### config.mk
export PLATFORM = sky130hd
export DESIGN_NAME = sent_tx_frame_gen
export DESIGN_NICKNAME = d
export VERILOG_FILES = /design/src/rtl/sent_pkg.sv /design/src/rtl/sent_tick_gen.sv /design/src/rtl/sent_tx_frame_gen.sv
export SDC_FILE = /design/constraint.sdc
export NUM_CORES = 1
export LEC_CHECK = 0
export CORE_MARGIN = 8
export CORE_UTILIZATION = 35
export CTS_CLUSTER_DIAMETER = 200
export CTS_CLUSTER_SIZE = 12
export DETAILED_ROUTE_END_ITERATION = 12
export GPL_TIMING_DRIVEN = 0
export PLACE_DENSITY = 0.55
export SYNTH_ARGS = -nofsm -noshare
export SYNTH_HDL_FRONTEND = slang
export SYNTH_SLANG_ARGS = --single-unit
### constraint.sdc
create_clock -name clk_tx -period 12.5 [get_ports clk_tx]
set_input_delay 1.25 -clock clk_tx [delete_from_list [all_inputs] [get_ports clk_tx]]
set_output_delay 1.25 -clock clk_tx [all_outputs]
set_load 0.005 [all_outputs]
### src/rtl/sent_pkg.sv
// Shared SENT definitions: symbol timing constants, CRC-4 table and helpers, frame FSM states.
// Used by the transmit frame generator (and the tick prescaler on the RX side).
package sent_pkg;

    localparam int         SYNC_TICKS        = 56;
    localparam int         NIBBLE_BASE_TICKS = 12;
    localparam logic [3:0] CRC_SEED          = 4'h5;
    // T[i] lives in bits [4*i+3:4*i]; T = {0,13,7,10,14,3,9,4,1,12,6,11,15,2,8,5}
    localparam logic [63:0] CRC_TABLE        = 64'h582F_B6C1_493E_A7D0;

    typedef enum logic [2:0] {
        ST_IDLE, ST_SYNC, ST_STATUS, ST_DATA, ST_CRC, ST_PAUSE
    } state_t;

    typedef struct packed {
        logic [23:0] word;    // data nibbles, first-sent nibble in [23:20]
        logic [2:0]  count;   // 3 or 6 nibbles
        logic [3:0]  status;
    } frame_t;

    function automatic logic [3:0] crc_lookup(input logic [3:0] idx);
        return CRC_TABLE[{idx, 2'b00} +: 4];
    endfunction

    function automatic logic [2:0] num_nibbles(input logic [2:0] load_bit);
        case (load_bit)
            3'b001, 3'b110, 3'b111: return 3'd6;
            default:                return 3'd3;
        endcase
    endfunction

    function automatic logic [23:0] build_word(input logic [2:0] load_bit,
                                               input logic [15:0] f1,
                                               input logic [11:0] f2);
        case (load_bit)
            3'b001:  return {f1[11:0], f2};
            3'b110:  return {f1[13:0], f2[9:0]};
            3'b111:  return {f1, f2[7:0]};
            default: return {f1[11:0], 12'h000};
        endcase
    endfunction

    function automatic logic [3:0] crc4(input logic [23:0] nibbles, input logic [2:0] count);
        logic [3:0] crc;
        crc = CRC_SEED;
        for (int i = 0; i < 6; i++) begin
            if (i < 32'(count)) crc = crc_lookup(crc) ^ nibbles[(5 - i) * 4 +: 4];
        end
        return crc_lookup(crc);
    endfunction

endpackage

### src/rtl/sent_tick_gen.sv
// SENT tick prescaler: one-cycle tick every TICK_DIV clocks, held at zero while clear is high.
module sent_tick_gen #(
    parameter int TICK_DIV = 3
) (
    input  logic clk,
    input  logic rst_n,
    input  logic clear,
    output logic tick
);
    localparam int            CW   = $clog2(TICK_DIV);
    localparam logic [CW-1:0] LAST = CW'(TICK_DIV - 1);

    logic [CW-1:0] cnt;

    always_ff @(posedge clk or negedge rst_n) begin
        if (!rst_n)                     cnt <= '0;
        else if (clear || cnt == LAST)  cnt <= '0;
        else                            cnt <= cnt + CW'(1);
    end

    assign tick = !clear && (cnt == LAST);

endmodule

### src/rtl/sent_tx_frame_gen.sv
// SENT (SAE J2716) transmit frame generator with a one-deep shadow buffer.
// Define SENT_TX_PAUSE_PULSE_EN to append a pause symbol for constant-length frames.
module sent_tx_frame_gen
    import sent_pkg::*;
#(
    parameter int TICK_DIV          = 3,
    parameter int LOW_TICKS         = 5,
    parameter int PAUSE_FRAME_TICKS = 282
) (
    input  logic        clk_tx,
    input  logic        reset_n_tx,
    input  logic [2:0]  load_bit,
    input  logic [15:0] data_f1,
    input  logic [11:0] data_f2,
    input  logic        done,
    input  logic [3:0]  status_nibble,
    output logic        sent_out,
    output logic        busy,
    output logic        frame_done,
    output logic        overrun
);
    // Wide enough for the sync symbol and for the longest pause either build can produce
    localparam int LEN_W = $clog2(PAUSE_FRAME_TICKS + 64);

    state_t           state, state_nxt;
    logic             tick, sym_end, frame_end, consume, cap, load;
    logic [LEN_W-1:0] tcnt, sym_len;
    frame_t           sh, cap_frame, load_frame;
    logic             sh_valid, overrun_q;
    logic [23:0]      act_word;
    logic [3:0]       act_status, act_crc, load_crc;
    logic [2:0]       nib_left;
`ifdef SENT_TX_PAUSE_PULSE_EN
    logic [LEN_W-1:0] act_pause, pause_len;
    int               body_ticks;
`endif

    sent_tick_gen #(.TICK_DIV(TICK_DIV)) u_tick (
        .clk   (clk_tx),
        .rst_n (reset_n_tx),
        .clear (state == ST_IDLE),
        .tick  (tick)
    );

    // A captured done can bypass the shadow when the FSM is ready to take a frame this cycle
    always_comb begin
        cap              = done && (load_bit != 3'b000);
        cap_frame.word   = build_word(load_bit, data_f1, data_f2);
        cap_frame.count  = num_nibbles(load_bit);
        cap_frame.status = status_nibble;
        load_frame       = sh_valid ? sh : cap_frame;
        load_crc         = crc4(load_frame.word, load_frame.count);
    end

`ifdef SENT_TX_PAUSE_PULSE_EN
    always_comb begin
        body_ticks = SYNC_TICKS + 2 * NIBBLE_BASE_TICKS + 32'(load_frame.status) + 32'(load_crc);
        for (int i = 0; i < 6; i++) begin
            if (i < 32'(load_frame.count))
                body_ticks = body_ticks + NIBBLE_BASE_TICKS + 32'(load_frame.word[(5 - i) * 4 +: 4]);
        end
        pause_len = (PAUSE_FRAME_TICKS - body_ticks < NIBBLE_BASE_TICKS) ?
                    LEN_W'(NIBBLE_BASE_TICKS) : LEN_W'(PAUSE_FRAME_TICKS - body_ticks);
    end
`endif

    always_comb begin
        sym_len = '0;
        case (state)
            ST_SYNC:   sym_len = LEN_W'(SYNC_TICKS);
            ST_STATUS: sym_len = LEN_W'(NIBBLE_BASE_TICKS) + LEN_W'(act_status);
            ST_DATA:   sym_len = LEN_W'(NIBBLE_BASE_TICKS) + LEN_W'(act_word[23:20]);
            ST_CRC:    sym_len = LEN_W'(NIBBLE_BASE_TICKS) + LEN_W'(act_crc);
`ifdef SENT_TX_PAUSE_PULSE_EN
            ST_PAUSE:  sym_len = act_pause;
`endif
            default:   sym_len = '0;
        endcase
        sym_end = tick && (tcnt == sym_len - LEN_W'(1));
`ifdef SENT_TX_PAUSE_PULSE_EN
        frame_end = sym_end && (state == ST_PAUSE);
`else
        frame_end = sym_end && (state == ST_CRC);
`endif
        consume = (state == ST_IDLE) || frame_end;
        load    = consume && (sh_valid || cap);
    end

    always_ff @(posedge clk_tx or negedge reset_n_tx) begin
        if (!reset_n_tx) state <= ST_IDLE;
        else             state <= state_nxt;
    end

    always_comb begin
        state_nxt = state;
        case (state)
            ST_IDLE:   if (load) state_nxt = ST_SYNC;
            ST_SYNC:   if (sym_end) state_nxt = ST_STATUS;
            ST_STATUS: if (sym_end) state_nxt = ST_DATA;
            ST_DATA:   if (sym_end && nib_left == 3'd0) state_nxt = ST_CRC;
`ifdef SENT_TX_PAUSE_PULSE_EN
            ST_CRC:    if (sym_end) state_nxt = ST_PAUSE;
            ST_PAUSE:  if (sym_end) state_nxt = load ? ST_SYNC : ST_IDLE;
`else
            ST_CRC:    if (sym_end) state_nxt = load ? ST_SYNC : ST_IDLE;
`endif
            default:   state_nxt = ST_IDLE;
        endcase
    end

    always_comb begin
        sent_out   = 1'b1;
        busy       = 1'b0;
        frame_done = 1'b0;
        if (state != ST_IDLE) begin
            busy       = 1'b1;
            sent_out   = (tcnt >= LEN_W'(LOW_TICKS));
            frame_done = frame_end;
        end
    end

    assign overrun = overrun_q;

    always_ff @(posedge clk_tx or negedge reset_n_tx) begin
        if (!reset_n_tx) begin
            tcnt       <= '0;
            sh         <= '0;
            sh_valid   <= 1'b0;
            overrun_q  <= 1'b0;
            act_word   <= '0;
            act_status <= '0;
            act_crc    <= '0;
            nib_left   <= '0;
`ifdef SENT_TX_PAUSE_PULSE_EN
            act_pause  <= '0;
`endif
        end else begin
            overrun_q <= cap && sh_valid && !consume;
            if (state == ST_IDLE || sym_end) tcnt <= '0;
            else if (tick)                   tcnt <= tcnt + LEN_W'(1);
            if (load) begin
                act_word   <= load_frame.word;
                act_status <= load_frame.status;
                act_crc    <= load_crc;
                nib_left   <= load_frame.count - 3'd1;
`ifdef SENT_TX_PAUSE_PULSE_EN
                act_pause  <= pause_len;
`endif
                sh         <= cap_frame;
                sh_valid   <= sh_valid && cap;
            end else begin
                if (state == ST_DATA && sym_end) begin
                    act_word <= {act_word[19:0], 4'h0};
                    nib_left <= nib_left - 3'd1;
                end
                if (cap) begin
                    sh       <= cap_frame;
                    sh_valid <= 1'b1;
                end
            end
        end
    end

endmodule

After elaboration in Yosys (flattened, before gate mapping)
Index checks and enable logic that the tools add are counted.
{"block": "word_totals", "output_inout_bits": 4, "in_bits": 38, "wordCells": 108, "regBits": 82}
{"block": "classes", "reduce_logical": 24, "bitwise_logic": 6, "n_shift": 6, "mux": 31, "magnitude_cmp": 7, "addsub": 8, "n_eq_ne": 14}
{"op": "$shiftx 64x7->4 const A", "n": 6}
{"op": "$mux 31", "n": 3}
{"op": "$pmux 24 s3", "n": 1}
{"op": "$mux 24", "n": 2}
{"op": "$mux 3", "n": 8}
{"op": "$mux 4", "n": 6}
{"op": "$pmux 6 s4", "n": 1}
{"op": "$xor 4x4->4", "n": 5}
{"op": "$mux 9", "n": 2}
{"op": "$add 4x4->5 const A", "n": 3}
{"op": "$pmux 3 s5", "n": 1}
{"op": "$ne 2x2->1 const B", "n": 5}
{"op": "$add 9x1->9 const B", "n": 1}
{"op": "$eq 3x3->1 const B", "n": 3}
{"op": "$eq 9x9->1", "n": 1}
{"op": "$ge 9x3->1 const B", "n": 1}
{"op": "$logic_and 1x1->1", "n": 9}
{"op": "$sub 9x1->9 const B", "n": 1}
{"op": "$eq 3x1->1 const B", "n": 2}
{"op": "$eq 3x2->1 const B", "n": 2}
{"op": "$logic_not 3->1", "n": 2}
{"op": "$lt 1x3->1 const A", "n": 2}
{"op": "$lt 2x3->1 const A", "n": 2}
{"op": "$lt 3x3->1 const A", "n": 2}
{"op": "other kinds (12)", "n": 25}

Depth between registers and ports, before layout
Gate-level depths: netlist of run 1.
{"block": "depth", "word_depth": 22, "ltp_mapped": 22, "depth_no_buf": 21}

By module
From an unflattened synthesis of run 1, not the netlist that was laid out.
{"block": "unflattened", "cells_unflattened": 675, "hier_area_um2": 6048.3}
{"module": "sent_tx_frame_gen", "cells_per_inst": 668, "n_inst": 1, "area_each_um2": 5960.7, "seq_area_each_um2": 2001.9}
{"module": "sent_tick_gen", "cells_per_inst": 7, "n_inst": 1, "area_each_um2": 87.6, "seq_area_each_um2": 50.0}

Worst setup path before layout of run 1
OpenSTA, ideal clock, no wires.
{"block": "synth_path", "kind": "in2reg", "startpoint": "input port load_bit[0]", "endpoint": "register act_crc[0]", "path_buffers": 1, "setup_ns": 0.077, "cell_stages": 17, "required_ns": 12.423, "t_arrival_ns": 5.269, "path_slack_ns": 7.154, "cell_sequence": "buf_6 > mux2_2 > a221o_1 > xor2_1 > xnor3_1 > o21a_1 > xnor3_1 > a21oi_1 > mux2i_1 > xnor2_1 > xor3_1 > xor2_1 > a21o_2 > mux2_4 > xnor3_1 > xor2_1 > o21ai_1"}
{"block": "synth_between", "elab_chain_cells": 22, "word_cells_on_any_way": 35, "cone_classes": "6 x order compare; 3 x eq/ne; 6 x shift; 9 x mux; 6 x bitwise; 5 x reduce/logical"}
{"item": "start: declaration", "line": "sent_tx_frame_gen.sv:12", "text": "input logic [2:0] load_bit,"}
{"item": "$eq 3x1->1 or $eq 3x3->1 (tied branches)", "line": "sent_pkg.sv:26, sent_pkg.sv:35"}
{"item": "$reduce_or 3->1", "line": "sent_pkg.sv:26", "text": "case (load_bit)"}
{"item": "$mux 3", "line": "sent_pkg.sv:26"}
{"item": "$mux 31", "line": "sent_tx_frame_gen.sv:51", "text": "load_frame = sh_valid ? sh : cap_frame;"}
{"item": "$lt 1x3->1", "line": "sent_pkg.sv:47", "text": "if (i < 32'(count)) crc = crc_lookup(crc) ^ nibbles[(5 - i) * 4 +: 4];"}
{"item": "$mux 4", "line": "sent_pkg.sv:47"}
{"item": "$shiftx 64x7->4", "line": "sent_pkg.sv:22", "text": "return CRC_TABLE[{idx, 2'b00} +: 4];"}
{"item": "$xor 4x4->4", "line": "sent_pkg.sv:47"}
{"item": "(+6 left out)"}
{"item": "$mux 4", "line": "sent_pkg.sv:47"}
{"item": "$shiftx 64x7->4", "line": "sent_pkg.sv:22"}
{"item": "$xor 4x4->4", "line": "sent_pkg.sv:47"}
{"item": "$mux 4", "line": "sent_pkg.sv:47"}
{"item": "$shiftx 64x7->4", "line": "sent_pkg.sv:22"}
{"item": "$xor 4x4->4", "line": "sent_pkg.sv:47"}
{"item": "$mux 4", "line": "sent_pkg.sv:47"}
{"item": "$shiftx 64x7->4", "line": "sent_pkg.sv:22"}
{"item": "end signal: assignment", "line": "sent_tx_frame_gen.sv:144", "text": "act_crc <= load_crc;"}
{"item": "end: declaration", "line": "sent_tx_frame_gen.sv:31", "text": "logic [3:0] act_status, act_crc, load_crc;"}
Several ways; a longest one is shown, not always the timed one.
A chain may end at the register's enable or synchronous reset.

Worst setup path after layout of run 1
{"block": "layout_path", "startpoint": "input port load_bit[1]", "endpoint": "register act_crc[2]"}
The elaborated chain is that of the path after synthesis.

==> results of run 1 <==
[cells in the mapped netlist (5+ instances only)]
cell type,instances,area share
nor4_1,6,0.0064
dfrtp_1,82,0.35
nand2_1,85,0.054
nand3_1,18,0.015
a21oi_1,36,0.031
o22ai_1,5,0.0053
and2_1,9,0.0095
ha_1,8,0.017
nand2b_1,7,0.0074
xor2_1,18,0.027
o21ai_1,7,0.0059
nor2_1,79,0.050
a221o_1,17,0.029
o21a_1,8,0.010
clkbuf_1,30,0.019
nor3_1,12,0.010
inv_1,15,0.0095
nand4_1,10,0.011
xnor3_1,9,0.034
xnor2_1,18,0.027
nor2b_1,5,0.0053
a31oi_1,10,0.011
mux2i_1,28,0.047
and3_1,6,0.0064
o21ai_0,47,0.040
mux2_2,16,0.031
[sequential cells by signal, summed over array words and instances, names as in the netlist]
name and cells:
overrun 1, act_status 4, u_tick.cnt 2, state 3, act_word 24, act_crc 4, sh 31, nib_left 3
sh_valid 1, tcnt 9
[critical path: stages]
cell             delay [ns]
clkdlybuf4s50_1        0.54
nor3b_1                0.69
or2_1                  0.28
o21ai_1                0.15
a2111oi_2              0.39
a31oi_1                0.12
xor2_1                 0.22
mux2i_1                0.12
xnor2_1                0.49
mux2i_1                0.40
xor3_1                 0.44
xor2_1                 0.16
a21o_2                 0.25
mux2_4                 0.32
xnor3_1                0.39
xnor2_1                0.20
o21ai_1                0.08
[metal layers]
metal	vias up	share of wire
met1	2512	0.47
li1	2530	-
met2	79	0.48
met5	-	0
met4	0	0.022
met3	18	0.028
[where the power goes]
part           leakage, nW  switching, mW  internal, mW  total [mW]
sequential            1.03         0.0298         0.308       0.338
combinational         1.74          0.389         0.375       0.764
clock                0.173          0.127         0.199       0.326
total                 2.95          0.546         0.882        1.43
[cells by family (layout without fill, tap and decap cells)]
logic type | after synthesis | count (layout)
DFF | 82 | 82
adders and majority gates | 9 | 9
muxes | 48 | 48
buffers and inverters | 52 | 109
xor gates and xnor gates | 49 | 49
and+or+nand+nor | 257 | 257
AOI/OAI and AO/OA | 176 | 176
[area by class of cell]
class	count	area share
Tap cell	220	0.0396
Buffer	37	0.0239
Clock buffer	9	0.0324
Clock inverter	7	0.0183
Sequential cell	82	0.295
Inverter	15	0.00809
Timing Repair Buffer	41	0.0611
Multi-Input combinational cell	539	0.522
[worst min-delay path by stage]
stage,startpoint,to,slack (ns)
2_1_floorplan,u_tick.cnt[0]$_DFF_PN0_,u_tick.cnt[0]$_DFF_PN0_,0.40
3_3_place_gp,u_tick.cnt[0]$_DFF_PN0_,u_tick.cnt[0]$_DFF_PN0_,0.41
3_5_place_dp,u_tick.cnt[0]$_DFF_PN0_,u_tick.cnt[0]$_DFF_PN0_,0.42
4_1_cts,u_tick.cnt[0]$_DFF_PN0_,u_tick.cnt[0]$_DFF_PN0_,0.43
5_1_grt,u_tick.cnt[0]$_DFF_PN0_,u_tick.cnt[0]$_DFF_PN0_,0.44
6_report,u_tick.cnt[0]$_DFF_PN0_,u_tick.cnt[0]$_DFF_PN0_,0.42
==> metrics.md, run 1 <==
| Metric | Value |
|---|---|
| Vias per cell | `around 5.4` |
| Post-synthesis register bit count | `about 80` |
| GRT met3 Usage | `0.0267` |
| Syn avg cell area | `8.77 um^2` |
| Largest family of logic cells by synthesized area | `compound AO/OA/AOI/OAI gates` |
| Worst R2R Setup Slack | `between 7 and 8 ns` |
| CP Max Fanout | `6` |
| Vias in the first global route | `5115` |
| Core footprint | `approximately 17000 um^2` |
| Setup TNS Final | `0 ns` |
| Achievable Freq | `about 160 MHz` |
| Post-synthesis compound-gate area fraction | `0.204` |
| I/O pins | `42` |
| CP Capture Type | `flip-flop` |
| Worst Path Required | `12.72 ns` |
| Diode count | `0` |
| Syn nets | `slightly above 700` |
| Worst Hold Class | `reg -> reg` |
| Slew Viols, Final | `0` |
| DRC Markers | `0` |
| Post_cts resized | `0` |
| Post-CTS Setup Bufs | `0` |
| Most common cell after layout, fill and taps aside | `nand2_1` |
| Post-detailed-route count of antenna-violating nets | `0` |
| Cell Rows | `between 40 and 50` |
| Post-Syn Area | `about 6000 um^2` |
| Final Critical Period | `approximately 6.3 ns` |
| Pre-CTS setup slack | `between 5 and 6 ns` |
| Synth Instances | `just under 700` |
| Final Cell Area | `around 7000 um^2` |
| Placed Cells | `around 930` |
| Area delta synth->final | `17.8%` |
| Total CTS buffers | `9` |
| Die width | `between 100 and 150 um` |
| Hold Path Depth | `1` |
| Total Nets Final | `between 700 and 800` |
| Worst skew pair latency | `0.36 ns` |
| Final HPWL DP | `approximately 13000 um` |
| DRT Pass-1 Iters | `5` |
| Crit path launch | `load_bit[1]` |
| Largest net degree at the start of global routing | `61` |
| Headroom to the max-slew limit | `0.424` |
| Yosys cell types | `73` |
| Setup-failing EPs final | `0` |
| Routing usage on met1 | `0.196` |
| Die Ht | `approximately 150 um` |
| Setup crit start kind | `primary input` |
| Clock Sinks | `82` |
| Number of port buffers | `40` |
| Gr usage total | `0.158` |
| Post-synth EDFFs | `0` |
| Hold Slack | `between 0.4 and 0.5 ns` |
| Starting density of the core | `0.357` |
| Root Buffer | `clkbuf_16` |
| Worst-margin pin slew | `~0.86 ns` |
| RePlAce Congestion | `0.922` |
| Sequential fraction of the synthesis area | `0.348` |
| Unrepaired setup endpoints after global routing | `false` |
| Final Instance Count excl. Fillers | `950` |
| Combined area of the multi-input logic cells | `between 3000 and 4000 um^2` |
| GRT Max-Usage Layer | `met2` |
| Data arrival, critical path | `6.49 ns` |
| Setup CP Type | `in -> reg` |
| Post-Synth XOR/XNOR Area | `0.101` |
| Fillers | `about 1600` |
| Worst reg2reg path startpoint | `sh_valid$_DFFE_PN0P_` |
| Synth async-reset ratio | `1.00` |
| Simple-Gate Fraction of Synth Area | `0.201` |
| Crit path to | `act_crc[2]$_DFFE_PN0P_` |
| Max-cap violations | `0` |
| Tot Pwr | `1.43 mW` |
| Layout cells sized above 1 | `0.0877` |
| Worst-path clk slew | `roughly 0.07 ns` |
| Reg2reg path depth | `18` |
| First-pass GRT wire length | `~27000 um` |
| Top FF cell, synth | `dfrtp_1` |
| Max VDD drop | `about 0.00010 V` |
| Worst R2R End | `act_crc[2]$_DFFE_PN0P_` |
| Die ar. | `about 21000 um^2` |
| Post-Route WL | `roughly 17000 um` |
| Grt ovf | `0` |
| Pwr per Cell Area | `roughly 210 nW/um^2` |
| Mux cell area share after synthesis | `0.0892` |
| Wire per inst | `around 18 um` |
| Post-CTS Hold Buffers | `0` |
| FF/Latch Area | `around 2000 um^2` |
| YS warnings | `0` |
| Commonest cells after routing, fill and taps aside | `nand2_1 (85), dfrtp_1 (82), nor2_1 (79), o21ai_0 (47), clkdlybuf4s50_1 (39)` |
| Util after Layout | `0.421` |
| H-tree depth | `3` |
| Final Hold Vio Count | `0` |
| Worst Clk Skew | `0.00877 ns` |
| CTS tree | `done` |
| GR Util met2 | `0.267` |
| Leak | `slightly below 3 nW` |
| Initial antenna violation count | `0` |
| Synth Area in Adders | `0.0186` |
| Placed cell areas | `between 6000 and 7000 um^2` |
| Status | `complete, no violations` |
| Tcrit/Tclk final | `0.501` |
| Max Root-Sink Buffers | `2` |
| Vias | `between 5000 and 6000` |
| Initial DRC count | `285` |
| Final WS setup | `6.24 ns` |
Note: power is estimated with default switching activity, not from simulation.
==> run 2, diff against run 1 <==
==> constraint.sdc (replaced) <==
create_clock -name clk_tx -period 6.2 [get_ports clk_tx]
set_input_delay 0.62 -clock clk_tx [delete_from_list [all_inputs] [get_ports clk_tx]]
set_output_delay 0.62 -clock clk_tx [all_outputs]
set_load 0.005 [all_outputs]
==> results of run 2 <==
The final DEF is identical to that of run 1. Status: complete, no violations.
Among the figures that moved: setup slack after placement 5.84 ns -> 0.166 ns; setup slack after layout 6.24 ns -> 0.567 ns; hold slack 0.424 ns -> 0.157 ns; register-to-register setup slack 7.47 ns -> 1.17 ns; total power 1.43 mW -> 2.88 mW; worst IR drop on VDD 0.000104 V -> 0.000209 V
